## src/rtl/pingpong_buffer_pkg.sv

```systemverilog
`default_nettype none
// +--------------------------------------------------------------------+
// | pingpong_buffer_pkg : shared constants/helpers for the buffer      |
// | Rev 1.0                                                            |
// +--------------------------------------------------------------------+
package pingpong_buffer_pkg;

  typedef logic [1:0] count_t;

  localparam logic c_slot_a = 1'b0;
  localparam logic c_slot_b = 1'b1;

  // Occupancy is derived purely from the two full flags.
  function automatic count_t occ_count(input logic [1:0] full);
    return count_t'({1'b0, full[0]}) + count_t'({1'b0, full[1]});
  endfunction

endpackage
`default_nettype wire

```

## src/rtl/pingpong_buffer_if.sv

```systemverilog
`default_nettype none
// +--------------------------------------------------------------------+
// | pingpong_buffer_if : producer/consumer handshake bundle            |
// | Rev 1.0                                                            |
// +--------------------------------------------------------------------+
interface pingpong_buffer_if #(
  parameter int N = 8
);
  logic [N-1:0] in_data;
  logic         in_valid;
  logic         in_ready;
  logic [N-1:0] out_data;
  logic         out_valid;
  logic         out_ready;
  logic [1:0]   count;

  modport slave (
    input  in_data, in_valid, out_ready,
    output in_ready, out_data, out_valid, count
  );

  modport master (
    output in_data, in_valid, out_ready,
    input  in_ready, out_data, out_valid, count
  );
endinterface
`default_nettype wire

```

## src/rtl/pingpong_buffer_mux.sv

```systemverilog
`default_nettype none
// +--------------------------------------------------------------------+
// | Nbit_2to1_Mux : N-bit 2:1 select, out = sel ? a : b                |
// | Rev 1.0                                                            |
// +--------------------------------------------------------------------+
module Nbit_2to1_Mux #(
  parameter int N = 8
) (
  input  wire logic [N-1:0] a,
  input  wire logic [N-1:0] b,
  input  wire logic         sel,
  output logic      [N-1:0] out
);
  assign out = sel ? a : b;
endmodule
`default_nettype wire

```

## src/rtl/pingpong_buffer.sv

```systemverilog
`default_nettype none
// +--------------------------------------------------------------------+
// | pingpong_buffer : two-slot ping-pong register buffer, valid/ready  |
// | Rev 1.0                                                            |
// +--------------------------------------------------------------------+
module pingpong_buffer
  import pingpong_buffer_pkg::*;
#(
  parameter int N = 8
) (
  input  wire logic          clk,
  input  wire logic          reset_n,
  input  wire logic          flush,
  pingpong_buffer_if.slave   bus
);

  logic [N-1:0] slot_q [2];
  logic [N-1:0] slot_d [2];
  logic [1:0]   full_q, full_d;
  logic         wr_ptr_q, wr_ptr_d;
  logic         rd_ptr_q, rd_ptr_d;

  logic         w_wr_en;
  logic         w_rd_en;
  logic [N-1:0] w_out_data;

  assign bus.in_ready  = ~full_q[wr_ptr_q];
  assign bus.out_valid = full_q[rd_ptr_q];
  assign bus.count     = occ_count(full_q);
  assign bus.out_data  = w_out_data;

  assign w_wr_en = bus.in_valid  & ~full_q[wr_ptr_q];
  assign w_rd_en = bus.out_ready &  full_q[rd_ptr_q];

  always_comb begin
    slot_d   = slot_q;
    full_d   = full_q;
    wr_ptr_d = wr_ptr_q;
    rd_ptr_d = rd_ptr_q;
    if (flush) begin
      // Occupancy-only clear; slot payloads are left as they are.
      full_d   = 2'b00;
      wr_ptr_d = c_slot_a;
      rd_ptr_d = c_slot_a;
    end else begin
      // With one word held, write and read address different slots.
      if (w_wr_en) begin
        slot_d[wr_ptr_q] = bus.in_data;
        full_d[wr_ptr_q] = 1'b1;
        wr_ptr_d         = ~wr_ptr_q;
      end
      if (w_rd_en) begin
        full_d[rd_ptr_q] = 1'b0;
        rd_ptr_d         = ~rd_ptr_q;
      end
    end
  end

  always_ff @(posedge clk or negedge reset_n) begin
    if (!reset_n) begin
      slot_q[0] <= '0;
      slot_q[1] <= '0;
      full_q    <= 2'b00;
      wr_ptr_q  <= c_slot_a;
      rd_ptr_q  <= c_slot_a;
    end else begin
      slot_q    <= slot_d;
      full_q    <= full_d;
      wr_ptr_q  <= wr_ptr_d;
      rd_ptr_q  <= rd_ptr_d;
    end
  end

  Nbit_2to1_Mux #(.N(N)) u_out_mux (
    .a   (slot_q[c_slot_b]),
    .b   (slot_q[c_slot_a]),
    .sel (rd_ptr_q),
    .out (w_out_data)
  );

endmodule
`default_nettype wire

```

## src/flat_wrapper.sv

```systemverilog
// flat-port wrapper written by rule: the top's interface ports become plain ports
module pingpong_buffer_flat import pingpong_buffer_pkg::*;
#(
  parameter int N = 8
)
  (clk, reset_n, flush, bus_in_data, bus_in_valid, bus_out_ready, bus_in_ready, bus_out_data, bus_out_valid, bus_count);
  pingpong_buffer_if #(.N(N)) bus_i ();
  input  wire logic clk;
  input  wire logic reset_n;
  input  wire logic flush;
  input wire logic [$bits(bus_i.in_data)-1:0] bus_in_data;
  input wire logic [$bits(bus_i.in_valid)-1:0] bus_in_valid;
  input wire logic [$bits(bus_i.out_ready)-1:0] bus_out_ready;
  output wire logic [$bits(bus_i.in_ready)-1:0] bus_in_ready;
  output wire logic [$bits(bus_i.out_data)-1:0] bus_out_data;
  output wire logic [$bits(bus_i.out_valid)-1:0] bus_out_valid;
  output wire logic [$bits(bus_i.count)-1:0] bus_count;
  assign bus_i.in_data = bus_in_data;
  assign bus_i.in_valid = bus_in_valid;
  assign bus_i.out_ready = bus_out_ready;
  assign bus_in_ready = bus_i.in_ready;
  assign bus_out_data = bus_i.out_data;
  assign bus_out_valid = bus_i.out_valid;
  assign bus_count = bus_i.count;
  pingpong_buffer #(.N(N)) u_core (.clk(clk), .reset_n(reset_n), .flush(flush), .bus(bus_i));
endmodule
```

## config.mk

```make
export PLATFORM = sky130hd
export DESIGN_NAME = pingpong_buffer_flat
export DESIGN_NICKNAME = d
export VERILOG_FILES = /design/src/rtl/pingpong_buffer_pkg.sv /design/src/rtl/pingpong_buffer_if.sv /design/src/rtl/pingpong_buffer_mux.sv /design/src/rtl/pingpong_buffer.sv /design/src/flat_wrapper.sv
export SDC_FILE = /design/constraint.sdc
export NUM_CORES = 1
export LEC_CHECK = 0
export BUFFER_PORTS_ARGS = -buffer_cell sky130_fd_sc_hd__buf_2
export CORE_AREA = 10 10 57 59
export CTS_BUF_LIST = sky130_fd_sc_hd__clkbuf_2 sky130_fd_sc_hd__clkbuf_4 sky130_fd_sc_hd__clkbuf_8
export DETAILED_ROUTE_END_ITERATION = 6
export DIE_AREA = 0 0 67 69
export HOLD_SLACK_MARGIN = 0.02
export PLACE_DENSITY = 0.74
export SLEW_MARGIN = 0
export SYNTH_ARGS = -nofsm -noshare
export SYNTH_HDL_FRONTEND = slang
export SYNTH_SLANG_ARGS = --single-unit
```

## constraint.sdc

```tcl
create_clock -name clk -period 1.9 [get_ports clk]
set_clock_uncertainty 0.1 [all_clocks]
set_input_delay 0.285 -clock clk [delete_from_list [all_inputs] [get_ports clk]]
set_output_delay 0.285 -clock clk [all_outputs]
set_load 0.01 [all_outputs]
```

==> flow_metrics.env <==
export IMPL_hp_class="input port to flip-flop"
export IMPL_grtUsageMet3=0.0403
export IMPL_drcViolationCount=0
export IMPL_synth_seq_cells=20
export IMPL_startpoint_type="flip-flop"
export IMPL_switchingPower_mw=0.302
export IMPL_path_class="flip-flop to primary output"
export IMPL_rsz0062_at_grt="no"
export IMPL_io_buffers=24
export IMPL_syn_inst=64
export IMPL_crit_path_max_fanout=12
export IMPL_critPathRequiredTime_ns=1.51
export IMPL_postCtsSetupBuffers=0
export IMPL_wl_microns=1860
export IMPL_nets=107
export IMPL_cp_num_cells=2
export IMPL_max_freq_ghz=0.581
export IMPL_clock_latency_ns=0.29
export IMPL_grtUsageMet1=0.106
export IMPL_design_portCount=25
export IMPL_mostFrequentLayoutCell="mux2_2"
export IMPL_drv_cap=0
export IMPL_gp_congestion=0.701
export IMPL_post_dp_hpwl_microns=1380
export IMPL_num_vias=609
export IMPL_vias_per_cell=5.12
export IMPL_critPathLaunch="u_core.rd_ptr_q"
export IMPL_ys_seq_area_frac=0.537
export IMPL_p_int_mw=0.792
export IMPL_fin_crit_ns=1.72
export IMPL_powerDensity_nw_per_um2=975
export IMPL_final_cell_mix="25 x mux2_2, 24 x buf_2, 19 x dfrtp_1, 3 x clkbuf_4"
export IMPL_regToRegEndpoint="u_core.slot_q[1]"
export IMPL_area_growth_pct=20.4
export IMPL_arrival_ns=1.34
export IMPL_worstSetupEndpoint="bus_out_valid"
export IMPL_rr_worst_depth=3
export IMPL_cts_made_buffers=3
export IMPL_place_ws_ns=0.347
export IMPL_critPathMaxStageDelay_ns=0.53
export IMPL_placed_cell_area_sq_um=1090
export IMPL_htree_num_levels=1
export IMPL_design_area_sq_um=1120
export IMPL_setup_viol=0
export IMPL_min_period_over_period=0.906
export IMPL_critPathTopFamily="flip-flops"
export IMPL_syn_area_sq_um=932
export IMPL_dieArea_sq_um=4620
export IMPL_drtIter0Drc=28
export IMPL_drive_gt1_frac=0.648
export IMPL_top_usage_layer="met2"
export IMPL_cp_num_buf_inv=1
export IMPL_use_met2=0.120
export IMPL_ys_types=17
export IMPL_power_mw=1.09
export IMPL_die_h_microns=69
export IMPL_wl_per_cell_microns=15.7
export IMPL_report_final_slew_viol_count=0
export IMPL_cp_slowest_cell="dfrtp_2"
export IMPL_firstDrtPassIters=2
export IMPL_root_buffer="clkbuf_4"
export IMPL_drtAntennaViolNets=0
export IMPL_swShare=0.276
export IMPL_cts_tree="built"
export IMPL_r2r_slack_ns=0.32
export IMPL_comb_power_share=0.279
export IMPL_clkTransAtPathRegs_ns=0.10
export IMPL_hold_violations=0
export IMPL_worst_pin_slew_ns=0.444
export IMPL_grt_first_pass_wirelength_microns=3130
export IMPL_crit_chain="mux2_2, buf_2"
export IMPL_tns_ns=0
export IMPL_maxSlewHeadroom=0.704
export IMPL_grt_max_degree=21
export IMPL_die_w_microns=67
export IMPL_initial_core_util=0.434
export IMPL_grt_pass1_vias=663
export IMPL_power_share_clock=0.176
export IMPL_diodes=0
export IMPL_avgSynthCellArea_sq_um=14.6
export IMPL_outcome="complete, no violations"
export IMPL_yosysWarnings=0
export IMPL_vdd_drop_max_mv=0.526
export IMPL_critPathCaptureType="primary output"
export IMPL_core_sq_um=2150
export IMPL_syn_nets=78
export IMPL_cts_buffer_depth=2
export IMPL_seq_power_share=0.545
export IMPL_grt_usage=0.0847
export IMPL_antenna_found_initial=0
export IMPL_num_rows=17
export IMPL_clock_sinks=20
export IMPL_worst_slack_ns=0.179
export IMPL_power_leakage_nw=0.520
export IMPL_r2r_start="u_core.wr_ptr_q"
export IMPL_grt_overflow_total=0
==> metal layers <==
layer  routed length, microns  share of wire
met5                        0              0
met2                      859           0.46
met1                      839           0.45
met4                       12         0.0064
met3                      152          0.082
==> final cells by class <==
class / count / area, sq um
clock buffer: 3 / 22.5
fill: 193 / 1030
inverter: 1 / 3.75
multi-input combinational: 40 / 414
sequential: 20 / 502
tap: 28 / 35.0
timing repair buffer: 27 / 145
==> sequential cells by signal (all words and copies together), names as in the netlist <==
name             flops
u_core.slot_q       16
u_core.wr_ptr_q      1
u_core.rd_ptr_q      1
u_core.full_q        2
==> synthesized netlist by cell type <==
cell type  instances  area (sq um)
and2b_1            1          7.51
nor4b_4            1          23.8
mux2_2            25           282
mux2i_1            1          10.0
ha_1               1          12.5
nor3_1             2          10.0
nand2_1            2          7.51
a21oi_1            2          10.0
buf_6              1          11.3
buf_2              1          5.00
o221a_2            2          22.5
clkbuf_1           1          3.75
dfrtp_1           20           500
nor4bb_1           1          10.0
nor2b_1            1          6.26
inv_1              1          3.75
and3_1             1          6.26
==> logic make-up after synthesis <==
family / synth area share
AND/OR/NAND/NOR: 0.0765
AO/OA/AOI/OAI: 0.0349
flip-flops: 0.537
adder cells (fa/ha/maj): 0.0134
buffers and inverters: 0.0255
multiplexers: 0.313
==> stage by stage <==
stage	utilization	cells	hold WS, ns
floorplan	-	64	-0.111
global placement	0.507	115	0.148
global route	0.522	119	0.113
detailed placement	0.507	115	0.159
finish	0.522	119	0.131
CTS	0.522	119	0.122
==> power by group through the flow <==
| stage | Sequential [mW] | Combinational [mW] | Clock, mW |
|---|---|---|---|
| after global routing | 0.613 | 0.341 | 0.223 |
| after global placement | 0.599 | 0.303 | 0 |
| final | 0.597 | 0.305 | 0.193 |
| after CTS | 0.598 | 0.315 | 0.201 |
| after floorplan | 0.579 | 0.221 | 0 |
| after detailed placement | 0.605 | 0.313 | 0 |
==> repair_timing <==
| action | CTS | global route |
|---|---|---|
| hold buffers | 1 | 0 |
| endpoints found under the hold margin | 20 | 0 |
| resized for setup | 0 | 1 |
| endpoints found under the setup margin | 0 | 9 |
==> how the worst min path moves through the flow <==
stage | from | end | cells past startpoint | slack (ns)
6_report | bus_in_data[4] | u_core.slot_q[12] | 2 | 0.13
5_1_grt | bus_in_data[4] | u_core.slot_q[4] | 2 | 0.11
4_1_cts | bus_in_data[4] | u_core.slot_q[12] | 2 | 0.12
3_5_place_dp | reset_n | u_core.wr_ptr_q | 1 | 0.16
3_3_place_gp | reset_n | u_core.full_q[0] | 1 | 0.15
2_1_floorplan | reset_n | u_core.full_q[0] | 0 | -0.11
Power figures use the tool's default switching activity.
